--- config.mk ---
export PLATFORM = sky130hd
export DESIGN_NAME = m6502_dma_arbiter
export DESIGN_NICKNAME = d
export VERILOG_FILES = /design/src/rtl/m6502_dma_arbiter.sv
export SDC_FILE = /design/constraint.sdc
export NUM_CORES = 1
export LEC_CHECK = 0
export CAP_MARGIN = 20
export CORE_ASPECT_RATIO = 1.5
export CORE_UTILIZATION = 43
export CTS_CLUSTER_DIAMETER = 100
export DETAILED_ROUTE_END_ITERATION = 8
export GPL_ROUTABILITY_DRIVEN = 0
export GPL_TIMING_DRIVEN = 0
export PLACE_DENSITY = 0.77
export SETUP_SLACK_MARGIN = 0.15
export SLEW_MARGIN = 20
export SYNTH_ARGS = -nofsm -noshare
export SYNTH_HDL_FRONTEND = slang
export SYNTH_SLANG_ARGS = --single-unit
export TNS_END_PERCENT = 30
--- constraint.sdc ---
create_clock -name clk -period 2 [get_ports clk]
set_input_delay 0.4 -clock clk [delete_from_list [all_inputs] [get_ports clk]]
set_output_delay 0.4 -clock clk [all_outputs]
set_load 0.005 [all_outputs]
--- src/rtl/m6502_dma_arbiter.sv ---
// Bus arbiter and block-copy DMA engine for the m6502 system bus: stalls the
// CPU via rdy, copies len bytes from src to dst, then releases the bus and raises irq.
module m6502_dma_arbiter #(
  parameter int ADDR_W = 16,
  parameter int LEN_W  = 16
) (
  input  logic              clk,
  input  logic              res,
  input  logic              start,
  input  logic [ADDR_W-1:0] src_addr,
  input  logic [ADDR_W-1:0] dst_addr,
  input  logic [LEN_W-1:0]  len,
  input  logic [ADDR_W-1:0] cpu_addr,
  input  logic [7:0]        cpu_datao,
  input  logic              cpu_we_n,
  output logic              cpu_rdy,
  output logic [ADDR_W-1:0] bus_addr,
  output logic [7:0]        bus_datao,
  output logic              bus_we_n,
  input  logic [7:0]        bus_datai,
  output logic              busy,
  output logic              done,
  output logic              irq_n,
  input  logic              irq_ack
);

  typedef enum logic [2:0] {
    IDLE,
    REQ,
    RD,
    CAP,
    WR,
    REL
  } state_t;

  state_t            state;
  state_t            state_nxt;
  logic [ADDR_W-1:0] src;
  logic [ADDR_W-1:0] dst;
  logic [LEN_W-1:0]  rem;
  logic [7:0]        dbuf;

  always_ff @(posedge clk) begin
    if (res) begin
      state <= IDLE;
      src   <= '0;
      dst   <= '0;
      rem   <= '0;
      dbuf  <= '0;
      irq_n <= 1'b1;
    end else begin
      state <= state_nxt;
      case (state)
        IDLE: begin
          if (start) begin
            src <= src_addr;
            dst <= dst_addr;
            rem <= len;
          end
        end
        CAP: dbuf <= bus_datai;
        WR: begin
          src <= src + ADDR_W'(1);
          dst <= dst + ADDR_W'(1);
          rem <= rem - LEN_W'(1);
        end
        default: ;
      endcase
      // Setting in REL takes priority over a coincident acknowledge.
      if (state == REL) begin
        irq_n <= 1'b0;
      end else if (irq_ack) begin
        irq_n <= 1'b1;
      end
    end
  end

  always_comb begin
    state_nxt = state;
    case (state)
      IDLE: begin
        if (start) begin
          state_nxt = (len == '0) ? REL : REQ;
        end
      end
      // An NMOS 6502 ignores rdy during writes, so wait for a read cycle.
      REQ: begin
        if (cpu_we_n) begin
          state_nxt = RD;
        end
      end
      RD:      state_nxt = CAP;
      CAP:     state_nxt = WR;
      WR:      state_nxt = (rem == LEN_W'(1)) ? REL : RD;
      REL:     state_nxt = IDLE;
      default: state_nxt = IDLE;
    endcase
  end

  always_comb begin
    cpu_rdy   = 1'b1;
    busy      = (state != IDLE);
    done      = (state == REL);
    bus_addr  = cpu_addr;
    bus_datao = cpu_datao;
    bus_we_n  = cpu_we_n;
    case (state)
      REQ: cpu_rdy = 1'b0;
      RD, CAP: begin
        cpu_rdy   = 1'b0;
        bus_addr  = src;
        bus_datao = dbuf;
        bus_we_n  = 1'b1;
      end
      WR: begin
        cpu_rdy   = 1'b0;
        bus_addr  = dst;
        bus_datao = dbuf;
        bus_we_n  = 1'b0;
      end
      default: ;
    endcase
  end

endmodule

# [Yosys cells after proc, flatten, opt, wreduce, memory -nomap -nowiden]
# Cells that the tools add are included.
[word_totals] ff_bits=60 in_bits=85 elab_cells=44 out_inout_bits=29
[op_classes] n_reduce_logical=10 n_eq_ne=8 muxes=17 add_sub_neg=3
[op_table] operator="case mux 16 bit (2 select lines)" count=4
[op_table] operator="two-way mux 16 bit" count=3
[op_table] operator="adder 16 x 1 -> 16 bit, second input constant" count=2
[op_table] operator="== test 16 x 1 -> 1 bit, second input constant" count=1
[op_table] operator="zero test 16 bit" count=1
[op_table] operator="subtractor 16 x 1 -> 16 bit, second input constant" count=1
[op_table] operator="case mux 3 bit (5 select lines)" count=1
[op_table] operator="two-way mux 3 bit" count=4
[op_table] operator="two-way mux 8 bit" count=1
[op_table] operator="== test 3 x 2 -> 1 bit, second input constant" count=2
[op_table] operator="== test 3 bit, second input constant" count=2
[op_table] operator="inequality test 2 bit, second input constant" count=2
[op_table] operator="AND reduction 2 bit" count=2
[op_table] operator="nonzero test 2 bit" count=2
[op_table] operator="OR reduction 4 bit" count=1
[op_table] operator="== test 3 x 1 -> 1 bit, second input constant" count=1
[op_table] operator="zero test 3 bit" count=1
[op_table] operator="two-way mux 1 bit" count=3
[op_table] operator="nonzero test 3 bit" count=1
[op_table] operator="OR reduction 3 bit" count=1
[op_table] operator="case mux 1 bit (2 select lines)" count=1
[op_table] operator="OR reduction 2 bit" count=1

# [Depth between registers and ports, before layout]
[depth] ltp_word=4 depth_mapped=7 ltp_nobuf=6

# [Least setup slack after synthesis]
# No wires, ideal clock.
[synth_timing] path_kind="flip-flop to output port" from="register state[0]" to="output bus_addr[10]" path_slack_ns=0.045 stages_incl_launch_ff=8 path_buffers=4 required_time_ns=1.600 arrival_ns=1.555 cell_sequence="dfxtp_1 > buf_2 > nor3b_4 > buf_2 > buf_2 > buf_1 > a22oi_1 > nand2_1"
[synth_via] elab_chain_len=3 elab_cells_between_ends=5 cone_classes="eq/ne (3); mux (1); reduce/logical (1)"
[synth_lines] element="start: declaration" line_no="36" text="state_t state;"
[synth_lines] element="start signal: assignment" line_no="52" text="state <= state_nxt;"
[synth_lines] element="== test 3 x 2 -> 1 bit" line_no="107" text="case (state)"
[synth_lines] element="OR reduction 2 bit"
[synth_lines] element="case mux 16 bit (2 select lines) (*)" line_no="107"
[synth_lines] element="end: declaration" line_no="17" text="output logic [ADDR_W-1:0] bus_addr,"
# Mark *: on every way between the ends. The rest lies on a longest branch, timed or not.

# [Final worst setup path]
[layout_timing] from="register state[0]" to="output bus_addr[4]"
# Same word-level chain as after synthesis.

==> metrics <==
die area 9140 µm²; Clk pin slew, worst setup/hold paths 0.05 ns; commonest cells after routing, fill and taps aside clkdlybuf4s50_1, nand2_1, dfxtp_1; most common cell after layout, fill and taps aside clkdlybuf4s50_1; Final Instance Area between 5000 and 6000 µm²; Leak 0.00231 µW; main flop type after synthesis dfxtp_1; clk root buf clkbuf_16; WS Path Type flip-flop to output port; status finished, violations left; synth unique cells 66; Hold Fails Final Rpt 0; drt wl/cell ~21 µm; Syn Nets about 580; fin crit share 111%; data required time at the worst endpoint 1.60 ns; startpoint types flip-flop; I/O pin count approximately 110; DP HPWL slightly above 10000 µm; gr usage total 34.1%; CP top delay family buffers and inverters; total grt overflow 0; Core Rows 41; Final Max Slew Viols 0; PD cells around 700 nW/µm²; Net Switching roughly 1200 µW; die span in y about 120 µm; Synth Register Bits 60; H-Tree Depth 3; Async SR Flop Fraction 0%; first-pass GRT wire length approximately 24000 µm; Syn Inst Count 493; EDFF count, synth 0; share of Yosys cell area claimed by the top area cell type between 30% and 40%; max incr delay on CP 0.33 ns; Avg Synthesized Cell Area 7.64 µm²; Syn-to-layout area delta 58.9%; # setup viols final 25; WP buf/inv 7; WL final 16100 µm; Via density 6.68; register area share after synthesis a little under a third; Net Sw Frac between 20% and 30%; Nets between 700 and 800; TNS Setup -3.91 ns; Critical Path Fanout Max 5; Gate power share 25.2%; clock skew 0.00684 ns; Worst Setup End Kind output port; Clk pwr share between 40% and 50%; Initial Util between 40% and 50%; Slew @ Worst Pin 0.694 ns; Area contributors post-synth dfxtp_1, nand2_1, a22oi_1; CP max stage cell dfxtp_2; failing checks setup timing; Synth area leader dfxtp_1; Peak supply drop 0.577 mV; cells along the critical path buf_6 > nor3b_4 > buf_6 > buf_6 > buf_12 > buf_12 > buf_16 > a22oi_2 > nand2_1 > buf_2; worst hold path type input port to flip-flop; Power Total between 4000 and 5000 µW; Synth Warn # 0; total number of vias 5057; fmax between 400 and 500 MHz; CORE AREA 8460 µm²; worst setup margin -0.216 ns; max cap viols 0; Final ANT Viol Nets 0; Power Internal between 2000 and 3000 µW; Remaining DRCs 0; number of buffers added on ports roughly 110; Antenna Diode Count 0; largest net degree at the start of global routing 11; Chip Width around 78 µm; vias in the first global route between 4k and 5k; RSZ-0062 raised after global routing true; Post-CTS Hold Buffers 0; slew margin rel. a little over half; CTS tree done; Mapped Area between 3000 and 4000 µm²; Clock Latency Late Sink 0.34 ns; Sequential Power Share 34.7%; Pre-antenna DRT Iters 5; initial antenna violation count 0; Max Root-Sink Buffers 2; placed inst area between 5000 and 6000 µm²; Iteration-0 DRC Markers 511; CTS Buf Count 9; Top cell by count, worst path buf_6; Period minus WS final around 2.2 ns; layout cells sized above 1 between 20% and 30%; Worst EP arrival 1.82 ns; CTS Sinks 60
-- final timing paths --
kind	from	endpoint	slack, ns	depth (start not counted)
max reg2reg	src[4]$_SDFFE_PP0P_	src[15]$_SDFFE_PP0P_	0.03	5
min reg2reg	dbuf[0]$_SDFFE_PP0N_	dbuf[0]$_SDFFE_PP0N_	0.46	2
min	res	dst[10]$_SDFFE_PP0P_	0.41	2
max	state[0]$_SDFFE_PP0P_	bus_addr[4]	-0.22	10
-- kinds of logic after synthesis --
family,after synthesis,share of synthesized area (%)
DFF,60,31.9
xor gates and xnor gates,11,2.56
adders and majority gates,4,1.33
buffers and inverters,51,5.58
AOI/OAI and AO/OA,146,26.4
muxes,14,4.12
and+or+nand+nor,207,28.1
-- synth_stat cells, types with 8 or more instances --
master and instances:
nand2_1 67, mux2_2 12, nor3_1 19, o21ai_0 21
buf_2 9, a22oi_1 26, o22ai_1 8, inv_1 11
nand4_1 14, a21oi_1 34, nand3_1 26, nor2_1 33
nor4_1 10, clkbuf_1 25, dfxtp_1 60
-- worst register-to-register path, cell delays in order, from the launching register on --
cell	delay, ns
dfxtp_1	0.51
nand4_1	0.31
clkbuf_2	0.31
nor4_1	0.41
xnor2_1	0.17
o22ai_1	0.10
-- routing by layer --
layer | track usage [%] | wire length, µm | vias up
li1 | - | - | 2178
met1 | 35.7 | 5420 | 2355
met2 | 59.1 | 7900 | 413
met3 | 7.58 | 1590 | 111
met4 | 26.8 | 1140 | 0
met5 | 0 | 0 | -
-- metrics by stage --
| step | hold WS [ns] | setup WS [ns] | util [%] | std cells |
|---|---|---|---|---|
| floorplan | 0.434 | 0.174 | - | 493 |
| detailed placement | 0.451 | -0.830 | 59.4 | 712 |
| global route | 0.419 | -0.278 | 70.7 | 757 |
| CTS | 0.456 | -0.173 | 67.7 | 753 |
| finish | 0.412 | -0.216 | 70.7 | 757 |
| global placement | 0.442 | -0.788 | 59.4 | 712 |
-- sequential cells by signal (all words and copies together), names as in the netlist --
name	cells
state	3
src	16
dbuf	8
irq_n	1
dst	16
rem	16
-- timing repair --
| action | 4_1_cts | 5_1_grt |
|---|---|---|
| buffers inserted | 24 | 3 |
| endpoints found under the setup margin | 73 | 65 |
| gates cloned | 2 | 1 |
| pin swaps | 19 | 32 |
| resized for setup | 187 | 68 |
-- cell type report --
type,instances,area [µm²]
multi-input combinational,382,2630
fill,649,2480
timing repair buffer,142,1280
sequential,60,1210
buffer,39,365
clock buffer,11,243
tap,107,134
clock inverter,4,73.8
inverter,12,45.0
-- power by group through the flow --
| stage | Clock, µW | Combinational (µW) | Sequential, µW |
|---|---|---|---|
| after floorplan | 0 | 496 | 1400 |
| after global placement | 0 | 901 | 1430 |
| after detailed placement | 0 | 918 | 1440 |
| after CTS | 1690 | 944 | 1420 |
| after global routing | 1750 | 1120 | 1460 |
| final | 1680 | 1050 | 1450 |
Note: power is estimated with default switching activity, not from simulation.
